--- src/rtl/seg7_pkg.sv ---
// seg7_pkg: definitions shared by the seven-segment encoder and decoder.
//   SEG_BLANK - all-segments-off pattern (active-low bus, so all ones)
//   GLYPHS    - active-low glyph for each nibble; bit0=a .. bit6=g.
//               The encoder and decoder both index this one table,
//               so the two directions always agree.
//   state_t   - state of the bus decoder stability filter
package seg7_pkg;

  localparam logic [6:0] SEG_BLANK = 7'h7F;

  localparam logic [6:0] GLYPHS [0:15] = '{
    7'h40, 7'h79, 7'h24, 7'h30,   // 0 1 2 3
    7'h19, 7'h12, 7'h02, 7'h78,   // 4 5 6 7
    7'h00, 7'h10, 7'h08, 7'h03,   // 8 9 A b
    7'h46, 7'h21, 7'h06, 7'h0E    // C d E F
  };

  typedef enum logic [1:0] {
    IDLE   = 2'd0,
    SETTLE = 2'd1,
    HELD   = 2'd2
  } state_t;

endpackage

--- src/rtl/seg7_glyph_decode.sv ---
// seg7_glyph_decode: combinational inverse of the hex-to-7-segment table.
//   segs   in  7  active-low segment pattern, bit0=a .. bit6=g
//   nibble out 4  decoded hex value (0 when blank or not a glyph)
//   blank  out 1  pattern is all segments off
//   err    out 1  pattern is neither a glyph nor blank
module seg7_glyph_decode
  import seg7_pkg::*;
(
  input  logic [6:0] segs,
  output logic [3:0] nibble,
  output logic       blank,
  output logic       err
);

  logic found;

  always_comb begin
    nibble = 4'd0;
    found  = 1'b0;
    for (int i = 0; i < 16; i++) begin
      if (segs == GLYPHS[i]) begin
        nibble = 4'(i);
        found  = 1'b1;
      end
    end
    blank = (segs == SEG_BLANK);
    err   = !found && !blank;
  end

endmodule

--- src/rtl/seg7_bus_decoder.sv ---
// seg7_bus_decoder: monitors a multiplexed active-low seven-segment bus.
// A pattern {segs,dig_sel} must be seen unchanged for STABLE_CYCLES
// consecutive samples before it is captured; each capture for a single
// selected digit is decoded, published on the upd_* channel and stored
// in the per-digit shadow.
//
// Ports:
//   clk, rst_n   clock (rising edge), asynchronous active-low reset
//   segs         segment lines, active-low, bit0=a .. bit6=g
//   dig_sel      digit enables, active-low one-hot (all ones = none)
//   upd_valid    update pending
//   upd_ready    consumer accepts
//   upd_idx      digit index of the update
//   upd_nibble   decoded value (0 for blank or invalid)
//   upd_blank    captured pattern was blank
//   upd_err      captured pattern was not a legal glyph
//   digit_vals   shadow nibbles, digit i at [4i+3:4i]
//   digit_blank  per-digit blank flags
//   sel_err      sticky: stable pattern with several digits selected
//   ovf          sticky: capture overwrote an unaccepted update
//   dbg_state    current filter state (state_t encoding)
//
// Handshake: an update is offered while upd_valid=1 and its fields hold
// steady until a rising edge with upd_valid && upd_ready, which consumes
// it. A capture on that same edge loads the next update and keeps
// upd_valid high without flagging overflow.
module seg7_bus_decoder
  import seg7_pkg::*;
#(
  parameter int NUM_DIGITS    = 6,
  parameter int STABLE_CYCLES = 4,
  parameter int CNT_W         = 8,
  localparam int IDX_W        = (NUM_DIGITS > 1) ? $clog2(NUM_DIGITS) : 1
) (
  input  logic                    clk,
  input  logic                    rst_n,
  input  logic [6:0]              segs,
  input  logic [NUM_DIGITS-1:0]   dig_sel,
  output logic                    upd_valid,
  input  logic                    upd_ready,
  output logic [IDX_W-1:0]        upd_idx,
  output logic [3:0]              upd_nibble,
  output logic                    upd_blank,
  output logic                    upd_err,
  output logic [4*NUM_DIGITS-1:0] digit_vals,
  output logic [NUM_DIGITS-1:0]   digit_blank,
  output logic                    sel_err,
  output logic                    ovf,
  output logic [1:0]              dbg_state
);

  localparam int SW = 7 + NUM_DIGITS;

  // Sample register and stability filter
  logic [SW-1:0]    s_q;
  logic             match;
  state_t           state_q, state_d;
  logic [CNT_W-1:0] stab_cnt_q, stab_cnt_d;
  logic             capture;

  assign match     = ({segs, dig_sel} == s_q);
  assign dbg_state = state_q;

  always_ff @(posedge clk or negedge rst_n) begin
    if (!rst_n) begin
      s_q        <= '1;
      state_q    <= IDLE;
      stab_cnt_q <= '0;
    end else begin
      s_q        <= {segs, dig_sel};
      state_q    <= state_d;
      stab_cnt_q <= stab_cnt_d;
    end
  end

  always_comb begin
    state_d    = state_q;
    stab_cnt_d = stab_cnt_q;
    capture    = 1'b0;
    unique case (state_q)
      IDLE: begin
        if (!match) begin
          state_d    = SETTLE;
          stab_cnt_d = CNT_W'(1);
        end
      end
      SETTLE: begin
        if (!match) begin
          stab_cnt_d = CNT_W'(1);
        end else if (stab_cnt_q == CNT_W'(STABLE_CYCLES - 1)) begin
          capture = 1'b1;
          state_d = HELD;
        end else begin
          stab_cnt_d = stab_cnt_q + CNT_W'(1);
        end
      end
      HELD: begin
        if (!match) begin
          state_d    = SETTLE;
          stab_cnt_d = CNT_W'(1);
        end
      end
      default: begin
        state_d    = IDLE;
        stab_cnt_d = '0;
      end
    endcase
  end

  // Decode of the held (stable) pattern; s_q equals the inputs whenever
  // a capture fires, since capture requires match.
  logic [6:0]            cap_segs;
  logic [NUM_DIGITS-1:0] cap_sel;
  logic [3:0]            dec_nibble;
  logic                  dec_blank;
  logic                  dec_err;

  assign cap_segs = s_q[SW-1:NUM_DIGITS];
  assign cap_sel  = s_q[NUM_DIGITS-1:0];

  seg7_glyph_decode u_glyph (
    .segs   (cap_segs),
    .nibble (dec_nibble),
    .blank  (dec_blank),
    .err    (dec_err)
  );

  // Digit-select classification: count selected (low) lines, remember index
  logic [IDX_W-1:0] sel_idx;
  int unsigned      sel_cnt;
  logic             sel_one;
  logic             sel_multi;

  always_comb begin
    sel_idx = '0;
    sel_cnt = 0;
    for (int i = 0; i < NUM_DIGITS; i++) begin
      if (!cap_sel[i]) begin
        sel_idx = IDX_W'(i);
        sel_cnt = sel_cnt + 1;
      end
    end
    sel_one   = (sel_cnt == 1);
    sel_multi = (sel_cnt > 1);
  end

  logic load;
  assign load = capture && sel_one;

  // Update channel, shadow registers and sticky flags
  always_ff @(posedge clk or negedge rst_n) begin
    if (!rst_n) begin
      upd_valid   <= 1'b0;
      upd_idx     <= '0;
      upd_nibble  <= 4'd0;
      upd_blank   <= 1'b0;
      upd_err     <= 1'b0;
      digit_vals  <= '0;
      digit_blank <= '1;
      sel_err     <= 1'b0;
      ovf         <= 1'b0;
    end else begin
      if (load) begin
        upd_valid  <= 1'b1;
        upd_idx    <= sel_idx;
        upd_nibble <= dec_nibble;
        upd_blank  <= dec_blank;
        upd_err    <= dec_err;
        if (upd_valid && !upd_ready) begin
          ovf <= 1'b1;
        end
        for (int i = 0; i < NUM_DIGITS; i++) begin
          if (IDX_W'(i) == sel_idx) begin
            digit_blank[i] <= dec_blank;
            if (!dec_err) begin
              digit_vals[4*i +: 4] <= dec_nibble;
            end
          end
        end
      end else if (upd_valid && upd_ready) begin
        upd_valid <= 1'b0;
      end
      if (capture && sel_multi) begin
        sel_err <= 1'b1;
      end
    end
  end

endmodule

--- config.mk ---
export PLATFORM = sky130hd
export DESIGN_NAME = seg7_bus_decoder
export DESIGN_NICKNAME = d
export VERILOG_FILES = /design/src/rtl/seg7_pkg.sv /design/src/rtl/seg7_glyph_decode.sv /design/src/rtl/seg7_bus_decoder.sv
export SDC_FILE = /design/constraint.sdc
export NUM_CORES = 1
export LEC_CHECK = 0
export ABC_CLOCK_PERIOD_IN_PS = 4100
export CAP_MARGIN = 0
export CORE_ASPECT_RATIO = 1.5
export CORE_UTILIZATION = 40
export DETAILED_ROUTE_END_ITERATION = 8
export PLACE_DENSITY_LB_ADDON = 0.08
export SLEW_MARGIN = 30
export SYNTH_ARGS = -nofsm -noshare
export SYNTH_HDL_FRONTEND = slang
export SYNTH_HIERARCHICAL = 1
export SYNTH_SLANG_ARGS = --single-unit
--- constraint.sdc ---
create_clock -name clk -period 4.1 [get_ports clk]
set_input_delay 0.41 -clock clk [delete_from_list [all_inputs] [get_ports clk]]
set_output_delay 0.41 -clock clk [all_outputs]
set_load 0.005 [all_outputs]
==> qor.txt <==
worst vdd ir: 0.000236 V
Power Dens Cells: 347 mW/mm²
All-Layer GR Usage: 0.194
GR Layer Usage met2: 0.328
dpl hpwl: 6400 µm
Psw: 0.000411 W
Area after DPL: 0.00439 mm²
worst-path fanout max: 14
aggregate global routing overflow: 0
synthesized area: 0.00376 mm²
Async SR Flop Fraction: 1.00
actual slew at the worst max-slew pin: 806 ps
CTS Hold Bufs: 0
DRC Markers: 0
Critical Path Source Type: flip-flop
initial cell density of the core: 0.409
Layout Nets: 425
Gate power share: 0.133
Tcrit/Tclk final: 0.930
Final Max Slew Viols: 0
GR peak layer: met2
clock buffer depth: 2
CTS Buf Count: 9
Pre-Repair DR Iteration Count: 4
largest net degree at the start of global routing: 37
WHS: 107 ps
sequential share of power: 0.413
Sw Ratio: 0.250
RSZ-0062 raised after global routing: false
syn_nets: 365
Worst EP arrival: 4020 ps
initial antenna violation count: 0
Core Area: 0.00920 mm²
TritonCTS clock tree: done
Cell Int Power: 0.00123 W
Worst-Skew Late Latency: 330 ps
Max-Cap Viols: 0
met3 Use GR: 0.0475
initial drt markers: 151
clock share of power: 0.454
GP Congestion: 0.855
Final setup viols: 0
layout cell share with drive strength beyond 1: 0.175
Post-Place Cells: 501
Port-buffer cells: 59
vias in the first global route: 2750
total clock sinks: 65
Area Overhead vs Synth: 25.8%
Root Driver: clkbuf_16
Setup Crit Path Kind: reg2reg
via count: 2834
row cnt: 43
Vias/cell: 5.48
CTS clk-pin slew, worst paths: 50 ps
met1 Use GR: 0.229
final hold violations: 0
CP required: 4310 ps
Antenna Nets Post-Route: 0
sequential area share after synthesis: 0.439
cell count after synthesis: 341
synth warn: 6
DIE AREA: 0.00980 mm²
die width: 81.2 µm
synth unique cells: 67
worst min-delay path category: in2async
status: finished, final reports clean
Max-slew headroom: 0.457
number of diodes: 0
Mapped Avg Cell Area: 11.0 µm²
wire length of the first global-routing pass: 14200 µm
worst clock skew: 6.43 ps
Lkg Pwr: 2.07 nW
share of the synthesized area in the top cell type: 0.306
routed wire length per instance: 16.5 µm
final non-filler cell total: 517
EDFF count, synth: 0
Synth area leaders: dfrtp_1 31%, dfstp_2 13%, mux2_1 8.1%
FMAX: 262 MHz
final design instance area without fill: 0.00473 mm²
post-synth top area cell: dfrtp_1
dominant synthesized flop cell: dfrtp_1
endpoint class of the critical path: flip-flop
total chip power: 0.00164 W
# IOs: 60
final wirelength: 8510 µm
post-route minimum period: 3810 ps
die extent in y: 121 µm
H-tree Lvls: 3
Yosys reg bits: 65
==> final cells by class <==
| type | instances | area, µm² |
|---|---|---|
| clock buffer | 10 | 239 |
| clock inverter | 5 | 56.3 |
| fill | 816 | 4470 |
| inverter | 11 | 41.3 |
| multi-input combinational | 249 | 1960 |
| sequential | 65 | 1650 |
| tap | 112 | 140 |
| timing repair buffer | 65 | 643 |
==> critical path, stage by stage (launching register included) <==
cell	delay, ps
dfstp_2	580
inv_1	100
ha_1	330
xnor2_2	310
ha_1	320
nand2b_1	130
o211ai_1	100
o21ai_0	110
xnor2_1	80
o21ai_0	200
ha_1	190
nor2b_1	190
a41o_2	390
nand4_1	280
mux2_1	390
==> worst paths after layout <==
kind,start,end,slack (ps),depth (start not counted)
max reg2reg,s_q[1]$_DFF_PN1_,digit_vals[18]$_DFFE_PN0P_,290,14
min in group clk,sel_err$_DFFE_PN0P_,sel_err$_DFFE_PN0P_,460,1
max in group asynchronous,rst_n,digit_blank[5]$_DFFE_PN1P_,3060,2
min,rst_n,upd_valid$_DFFE_PN0P_,110,1
min reg2reg,sel_err$_DFFE_PN0P_,sel_err$_DFFE_PN0P_,460,1
max,s_q[1]$_DFF_PN1_,digit_vals[18]$_DFFE_PN0P_,290,14
==> registers in the layout (all words and copies together), names as in the netlist <==
register     flops
digit_blank      6
stab_cnt_q       8
digit_vals      24
upd_nibble       4
dbg_state        2
ovf              1
sel_err          1
upd_valid        1
upd_blank        1
upd_idx          3
upd_err          1
s_q             13
==> routing by layer <==
layer	part of all wire	up-vias
li1	-	1368
met1	0.42	1388
met2	0.53	70
met3	0.037	8
met4	0.014	0
met5	0	-
==> per-stage QoR <==
step,utilization,TNS [ps],worst slack (ps)
floorplan,-,0,365
global placement,0.478,0,119
detailed placement,0.478,-4.54,-4.54
CTS,0.512,0,74.8
global route,0.514,0,30.8
finish,0.514,0,288
==> power by group through the flow <==
stage | combinational [W] | sequential, W | clock [W]
after CTS | 0.000208 | 0.000677 | 0.000769
after global placement | 0.000195 | 0.000688 | 0
final | 0.000219 | 0.000678 | 0.000746
after global routing | 0.000242 | 0.000680 | 0.000801
after floorplan | 0.000155 | 0.000672 | 0
after detailed placement | 0.000197 | 0.000688 | 0
==> repair_timing <==
item,in CTS,in global routing
setup endpoints to repair,9,33
pin swaps,0,6
buffers inserted,0,1
endpoints found under the hold margin,0,0
resized for setup,2,1
==> cells in the final DEF, fill, tap and decap left out, drive strengths merged, types with 3 or more instances in the layout <==
master	instances
xnor2	6
dfrtp	46
dfstp	19
xor2	16
a21oi	13
buf	7
nand4	15
nor4	8
clkbuf	10
nor3	8
mux2	39
clkinvlp	3
o21ai	17
nand3	16
nor3b	4
ha	8
nor2b	7
and3	4
inv	11
o31ai	3
nor2	25
nand2	14
or3	5
clkdlybuf4s50	58
nand2b	5
==> synth_stat cells, drive strengths merged, types with 2 or more instances <==
cell type / number
a211oi: 2
a21o: 2
a21oi: 13
a31oi: 2
and2b: 2
and3: 4
buf: 13
clkbuf: 3
dfrtp: 46
dfstp: 19
ha: 8
inv: 11
mux2: 39
mux2i: 2
nand2: 14
nand2b: 5
nand3: 16
nand4: 15
nor2: 25
nor2b: 7
nor3: 8
nor3b: 4
nor4: 8
o211ai: 2
o21a: 2
o21ai: 17
o21bai: 2
o22ai: 2
o31ai: 3
or3: 5
xnor2: 6
xor2: 16
==> cells by family after synthesis <==
kind of cell | share of synthesized area
muxes | 0.130
buffers and inverters | 0.0453
DFF | 0.439
AOI/OAI and AO/OA | 0.103
adders and majority gates | 0.0266
and+or+nand+nor | 0.191
xor gates and xnor gates | 0.0642
(Power assumes the default switching activity.)
